**config.mk**
```make
export PLATFORM = sky130hd
export DESIGN_NAME = mux8_rr_sched_flat
export DESIGN_NICKNAME = d
export VERILOG_FILES = /design/src/rtl/mux8_sched_pkg.sv /design/src/rtl/mux8_rr_sched_if.sv /design/src/rtl/rr_pick8.sv /design/src/rtl/mux8_rr_sched.sv /design/src/flat_wrapper.sv
export SDC_FILE = /design/constraint.sdc
export NUM_CORES = 1
export LEC_CHECK = 0
export ABC_AREA = 0
export CORE_MARGIN = 5
export CORE_UTILIZATION = 35
export DETAILED_ROUTE_END_ITERATION = 6
export DONT_BUFFER_PORTS = 1
export PLACE_DENSITY_LB_ADDON = 0.3
export SETUP_SLACK_MARGIN = 0.4
export SYNTH_ARGS = -nofsm -noshare
export SYNTH_HDL_FRONTEND = slang
export SYNTH_SLANG_ARGS = --single-unit
```
**constraint.sdc**
```tcl
create_clock -name clk -period 10.05 [get_ports clk]
set_input_delay 1.005 -clock clk [delete_from_list [all_inputs] [get_ports clk]]
set_output_delay 1.005 -clock clk [all_outputs]
set_load 0.005 [all_outputs]
```
**src/rtl/mux8_sched_pkg.sv**
```systemverilog
// Shared constants, state encoding and the index-to-grant helper for the
// 8-way round-robin mux scheduler.
package mux8_sched_pkg;

    localparam int N     = 8;
    localparam int SEL_W = 3;

    typedef enum logic [0:0] {
        IDLE  = 1'b0,
        GRANT = 1'b1
    } state_t;

    function automatic logic [N-1:0] onehot(input logic [SEL_W-1:0] idx);
        logic [N-1:0] one;
        one = {{(N-1){1'b0}}, 1'b1};
        return one << idx;
    endfunction

endpackage

```
**src/rtl/mux8_rr_sched_if.sv**
```systemverilog
// Request/grant/data bundle between the requesters and the mux scheduler.
interface mux8_rr_sched_if;
    import mux8_sched_pkg::*;

    logic             en;
    logic [N-1:0]     req;
    logic             mux_out;
    logic [SEL_W-1:0] sel;
    logic [N-1:0]     gnt;
    logic             busy;
    logic             dout;
    logic             dout_vld;
    logic [SEL_W-1:0] dout_src;

    modport master (
        output en, req, mux_out,
        input  sel, gnt, busy, dout, dout_vld, dout_src
    );

    modport slave (
        input  en, req, mux_out,
        output sel, gnt, busy, dout, dout_vld, dout_src
    );

endinterface

```
**src/rtl/rr_pick8.sv**
```systemverilog
// Rotating-priority picker: first requester after 'last', optionally skipping
// one index so the current holder can be excluded at handover.
module rr_pick8
    import mux8_sched_pkg::*;
(
    input  logic [N-1:0]     req,
    input  logic [SEL_W-1:0] last,
    input  logic             excl_en,
    input  logic [SEL_W-1:0] excl_idx,
    output logic             found,
    output logic [SEL_W-1:0] idx
);

    // Walk offsets from farthest to nearest so the nearest hit wins;
    // offset N lands back on 'last' itself, which is searched last.
    always_comb begin
        logic [SEL_W-1:0] cand_s;
        logic             hit_s;
        found  = 1'b0;
        idx    = {SEL_W{1'b0}};
        cand_s = {SEL_W{1'b0}};
        hit_s  = 1'b0;
        for (int k = N; k >= 1; k--) begin
            cand_s = last + SEL_W'(k);
            hit_s  = req[cand_s] & ~(excl_en & (cand_s == excl_idx));
            found  = found | hit_s;
            idx    = hit_s ? cand_s : idx;
        end
    end

endmodule

```
**src/rtl/mux8_rr_sched.sv**
```systemverilog
// Round-robin owner of a shared 8:1 bit mux: drives select/grant with a
// quantum-limited hold and registers the mux bit for each granted cycle.
module mux8_rr_sched
    import mux8_sched_pkg::*;
#(
    parameter int QUANTUM = 4
) (
    input  logic           clk,
    input  logic           rst,
    mux8_rr_sched_if.slave bus
);

    localparam logic [3:0] CNT_LAST = 4'(QUANTUM - 1);

    state_t           state_r, state_s;
    logic [3:0]       cnt_r, cnt_s;
    logic [SEL_W-1:0] last_r, last_s;
    logic [SEL_W-1:0] sel_r, sel_s;
    logic [N-1:0]     gnt_r, gnt_s;
    logic             busy_r, busy_s;
    logic             dout_r, dout_s;
    logic             vld_r, vld_s;
    logic [SEL_W-1:0] src_r, src_s;

    logic             pick_found_s;
    logic [SEL_W-1:0] pick_idx_s;
    logic             cur_req_s;
    logic             release_s;
    logic             take_s;
    logic [SEL_W-1:0] take_idx_s;

    // While granting, last_r equals the holder, so excluding sel_r yields
    // the next waiting requester in rotation order.
    rr_pick8 u_pick (
        .req      (bus.req),
        .last     (last_r),
        .excl_en  (state_r == GRANT),
        .excl_idx (sel_r),
        .found    (pick_found_s),
        .idx      (pick_idx_s)
    );

    // Next-state, grant decision and sample-path logic.
    always_comb begin
        state_s    = state_r;
        cnt_s      = cnt_r;
        last_s     = last_r;
        sel_s      = sel_r;
        gnt_s      = gnt_r;
        busy_s     = busy_r;
        dout_s     = dout_r;
        vld_s      = 1'b0;
        src_s      = src_r;
        take_s     = 1'b0;
        take_idx_s = sel_r;
        cur_req_s  = bus.req[sel_r];
        release_s  = ~cur_req_s | (cnt_r == CNT_LAST) | ~bus.en;

        case (state_r)
            IDLE: begin
                if (bus.en && pick_found_s) begin
                    take_s     = 1'b1;
                    take_idx_s = pick_idx_s;
                end else begin
                    state_s = IDLE;
                end
            end
            GRANT: begin
                vld_s  = cur_req_s & bus.en;
                dout_s = bus.mux_out;
                src_s  = sel_r;
                if (!release_s) begin
                    cnt_s = cnt_r + 4'd1;
                end else if (bus.en && pick_found_s) begin
                    take_s     = 1'b1;
                    take_idx_s = pick_idx_s;
                end else if (bus.en && cur_req_s) begin
                    // Quantum expired with nobody else waiting: re-grant.
                    take_s     = 1'b1;
                    take_idx_s = sel_r;
                end else begin
                    state_s = IDLE;
                    gnt_s   = {N{1'b0}};
                    busy_s  = 1'b0;
                end
            end
            default: begin
                state_s = IDLE;
                gnt_s   = {N{1'b0}};
                busy_s  = 1'b0;
            end
        endcase

        if (take_s) begin
            state_s = GRANT;
            sel_s   = take_idx_s;
            gnt_s   = onehot(take_idx_s);
            busy_s  = 1'b1;
            cnt_s   = 4'd0;
            last_s  = take_idx_s;
        end else begin
            cnt_s = cnt_s;
        end
    end

    // State and output registers with synchronous reset.
    always_ff @(posedge clk) begin
        if (rst) begin
            state_r <= IDLE;
            cnt_r   <= 4'd0;
            last_r  <= 3'd7;
            sel_r   <= 3'd0;
            gnt_r   <= 8'h00;
            busy_r  <= 1'b0;
            dout_r  <= 1'b0;
            vld_r   <= 1'b0;
            src_r   <= 3'd0;
        end else begin
            state_r <= state_s;
            cnt_r   <= cnt_s;
            last_r  <= last_s;
            sel_r   <= sel_s;
            gnt_r   <= gnt_s;
            busy_r  <= busy_s;
            dout_r  <= dout_s;
            vld_r   <= vld_s;
            src_r   <= src_s;
        end
    end

    assign bus.sel      = sel_r;
    assign bus.gnt      = gnt_r;
    assign bus.busy     = busy_r;
    assign bus.dout     = dout_r;
    assign bus.dout_vld = vld_r;
    assign bus.dout_src = src_r;

endmodule

```
**src/flat_wrapper.sv**
```systemverilog
// flat-port wrapper written by rule: the top's interface ports become plain ports
module mux8_rr_sched_flat import mux8_sched_pkg::*;
#(
    parameter int QUANTUM = 4
)
  (clk, rst, bus_en, bus_req, bus_mux_out, bus_sel, bus_gnt, bus_busy, bus_dout, bus_dout_vld, bus_dout_src);
  mux8_rr_sched_if bus_i ();
  input  logic clk;
  input  logic rst;
  input wire logic [$bits(bus_i.en)-1:0] bus_en;
  input wire logic [$bits(bus_i.req)-1:0] bus_req;
  input wire logic [$bits(bus_i.mux_out)-1:0] bus_mux_out;
  output wire logic [$bits(bus_i.sel)-1:0] bus_sel;
  output wire logic [$bits(bus_i.gnt)-1:0] bus_gnt;
  output wire logic [$bits(bus_i.busy)-1:0] bus_busy;
  output wire logic [$bits(bus_i.dout)-1:0] bus_dout;
  output wire logic [$bits(bus_i.dout_vld)-1:0] bus_dout_vld;
  output wire logic [$bits(bus_i.dout_src)-1:0] bus_dout_src;
  assign bus_i.en = bus_en;
  assign bus_i.req = bus_req;
  assign bus_i.mux_out = bus_mux_out;
  assign bus_sel = bus_i.sel;
  assign bus_gnt = bus_i.gnt;
  assign bus_busy = bus_i.busy;
  assign bus_dout = bus_i.dout;
  assign bus_dout_vld = bus_i.dout_vld;
  assign bus_dout_src = bus_i.dout_src;
  mux8_rr_sched #(.QUANTUM(QUANTUM)) u_core (.clk(clk), .rst(rst), .bus(bus_i));
endmodule
```
==> results.cfg <==
[outcome]
outcome = finished, final reports clean

[sta]
worst_slew_margin_rel_pct = 38.07
fmax_ghz = 0.2522
finalSetupTns_ps = 0
rsz0062_at_grt = no
report.final.slew_viol_count = 0
finalCriticalPeriod_ps = 3966
fin_skew_ps = 7.522
worst-slew-pin-transition_ps = 916.9
setup_viol = 0
final.period_utilization_pct = 39.46
finalHoldViolations = 0

[synthesis]
synth_top_area_share_pct = 24.84
ys_types = 65
synth_common_cells = 25 x dfxtp_1, 15 x nor2_1, 8 x a32o_1, 8 x mux4_2, 8 x nand2_1
avgSynthCellArea_um2 = 10.17
synth_mux_area_share_pct = 19.88
synth_top_family_by_area = compound AO/OA/AOI/OAI gates
synth-edff-count = 0
synth.largest_area_cell = dfxtp_1
yosysWarnings = 0
ys_ff_latch = 25
synth-xor-area-share_pct = 6.770
yosysSeqAreaShare_pct = 24.84
yosys_most_used_dff = dfxtp_1
synth.most_common_cell = dfxtp_1
synth_compound_area_share_pct = 28.51
syn-num-nets = 213
netlist_instances = 198
synthTopCellsByArea = dfxtp_1 25%, mux4_2 8.9%, a32o_1 4.0%, mux2_2 3.4%, o41ai_2 3.2%
synthSimpleGateAreaFrac_pct = 13.66
async_flop_share_pct = 0
synthAdderAreaFrac_pct = 1.863
synthesis.area_um2 = 2014

[power]
leakagePower_nw = 0.7128
p_per_area_nw_per_um2 = 241.6
ir_worst_vdd_v = 0.0001441

[setup_path]
cp-startpoint = u_core.last_r[1]
rr_startpoint = u_core.last_r[1]
crit_arrival_ps = 4130
r2r_cells = 10
path_cells = inv_1 -> ha_1 -> xor2_1 -> o41ai_2 -> mux2_2 -> o211ai_1 -> a21boi_1 -> mux2_2 -> mux2_2 -> a32o_1
cp_data_required_time_ps = 10220
crit_path_start_kind = register
cp_num_cells = 10
crit_path_top_delay_cell = dfxtp_1
criticalPathCategory = register to register
rrSetupSlack_ps = 6080
worst_path_most_repeated_cell = mux2_2
max_stage_delay_ps = 700
endpoint = u_core.bus.gnt[5]
path_delay_family = multiplexers
crit_path_end_kind = register
crit_buf_inv = 1
cp_max_fo = 12
r2r-end = u_core.bus.gnt[5]

[layout]
seqCellArea_um2 = 500.5
drive_gt1_share_pct = 20.31
multi_input_area_um2 = 1424
nFillCells = 572
n_antenna_cell = 0
fin_cells = 264
finish.utilization_pct = 37.78
fin_area_um2 = 2093
fin_nets = 208
area_delta_synth_final_pct = 3.913

[clock_network]
cts_buffers = 3
cts_tree = yes
cts.clk_slew.worst_paths_ps = 90
ctsHoldBuffers = 0
postCtsResizedCells = 0
cts_setup_buffers = 0
cts_root_buf = clkbuf_8
clk_latency_ps = 270
cts.sinks = 25
cts_buffer_depth = 2
cts_max_level = 1

[run]
max-cap-violations = 0

[route]
wl_met3_um = 290
routed.top_layer = met4
first_iter_violations = 84
drc = 0
wl_um = 4893
wl_per_cell_um = 18.53
met2WireLength_um = 2433
num_vias = 1649
viasPerCell = 6.246
dr.pass1.iters = 4
detail-route-antenna-nets = 0
wl_met1_um = 2127

[global_route]
antenna_found_initial = 0
grt_usage_pct = 13.85
grt_max_degree = 17
grt.overflow.total = 0
first_global_vias = 1625
grt_pass1_wl_um = 8307

[floorplanning]
start_util_pct = 36.36
num_rows = 27
num_io_pins = 29
core_um2 = 5540
die_w_um = 85.87
dieArea_um2 = 7373
die_y_um = 85.87

[min_path]
min_path_type = register to register
whs_path_depth = 1

[placement]
portBuffers = 0
dp_cells = 260
gp_congestion = 0.8904
post_dp_cell_area_um2 = 2044
dp_hpwl_um = 3805
[flip-flops by register name, summed over array words and instances (netlist names)]
register             count
u_core.bus.sel           3
u_core.state_r           1
u_core.bus.dout_vld      1
u_core.bus.gnt           8
u_core.bus.dout_src      3
u_core.bus.busy          1
u_core.cnt_r             4
u_core.last_r            3
u_core.bus.dout          1
[final cells by class]
cell class | instances | area share, %
tap | 72 | 4.304
clock inverter | 1 | 0.3586
clock buffer | 3 | 1.973
inverter | 8 | 1.435
sequential | 25 | 23.91
multi-input combinational | 155 | 68.02
[worst min path at each step]
stage / from / to
5_1_grt: u_core.bus.gnt[4] / u_core.bus.gnt[4]
3_3_place_gp: u_core.bus.gnt[4] / u_core.bus.gnt[4]
3_5_place_dp: u_core.bus.gnt[3] / u_core.bus.gnt[3]
4_1_cts: u_core.bus.gnt[3] / u_core.bus.gnt[3]
2_1_floorplan: u_core.bus.gnt[0] / u_core.bus.gnt[0]
6_report: u_core.bus.gnt[5] / u_core.bus.gnt[5]
[report_power, final]
group / switching [mW] / leakage (nW) / internal (mW)
Clock: 0.0326 / 0.0217 / 0.0281
Sequential: 0.0342 / 0.204 / 0.112
Combinational: 0.167 / 0.487 / 0.131
[cells by family (layout without fill, tap and decap cells)]
kind of cell	after synthesis	after routing
DFF	25	25
buffers and inverters	18	12
AOI/OAI and AO/OA	63	63
xor gates and xnor gates	13	13
adders and majority gates	3	3
and+or+nand+nor	51	51
muxes	25	25
[through the flow]
stage	setup WS (ps)	power [mW]	hold slack [ps]
after global placement	6108	0.4475	488.8
after detailed placement	6125	0.4444	492.6
after global routing	5784	0.5413	542.6
final	6084	0.5056	511.9
after CTS	6101	0.5052	515.3
after floorplan	6888	0.3910	465.7
[worst register-to-register path, delay by kind of cell (launching register included)]
family | cells | cell delay (ps)
multiplexers | 3 | 1050
AO/OA/AOI/OAI | 4 | 1040
flip-flops | 1 | 700
adder cells (fa/ha/maj) | 1 | 600
buffers and inverters | 1 | 260
XOR/XNOR | 1 | 210
[cell usage in the layout (no fill, tap or decap), types with 5 or more instances in the layout]
master   synthesis  final
mux2_2           6      6
mux2i_1          6      6
xor2_1           5      5
nor2_1          15     15
inv_1            6      6
nand4_1          6      6
a32o_1           8      8
a21oi_1          6      6
mux4_2           8      8
nand2_1          8      8
xnor2_1          5      5
dfxtp_1         25     25
[metal layers]
| layer | global-route usage, % | vias up |
|---|---|---|
| met5 | 0 | - |
| met4 | 3.597 | 0 |
| met3 | 2.690 | 4 |
| met2 | 22.92 | 50 |
| met1 | 18.41 | 814 |
| li1 | - | 781 |
No activity file was read; power rests on OpenSTA's default activity.
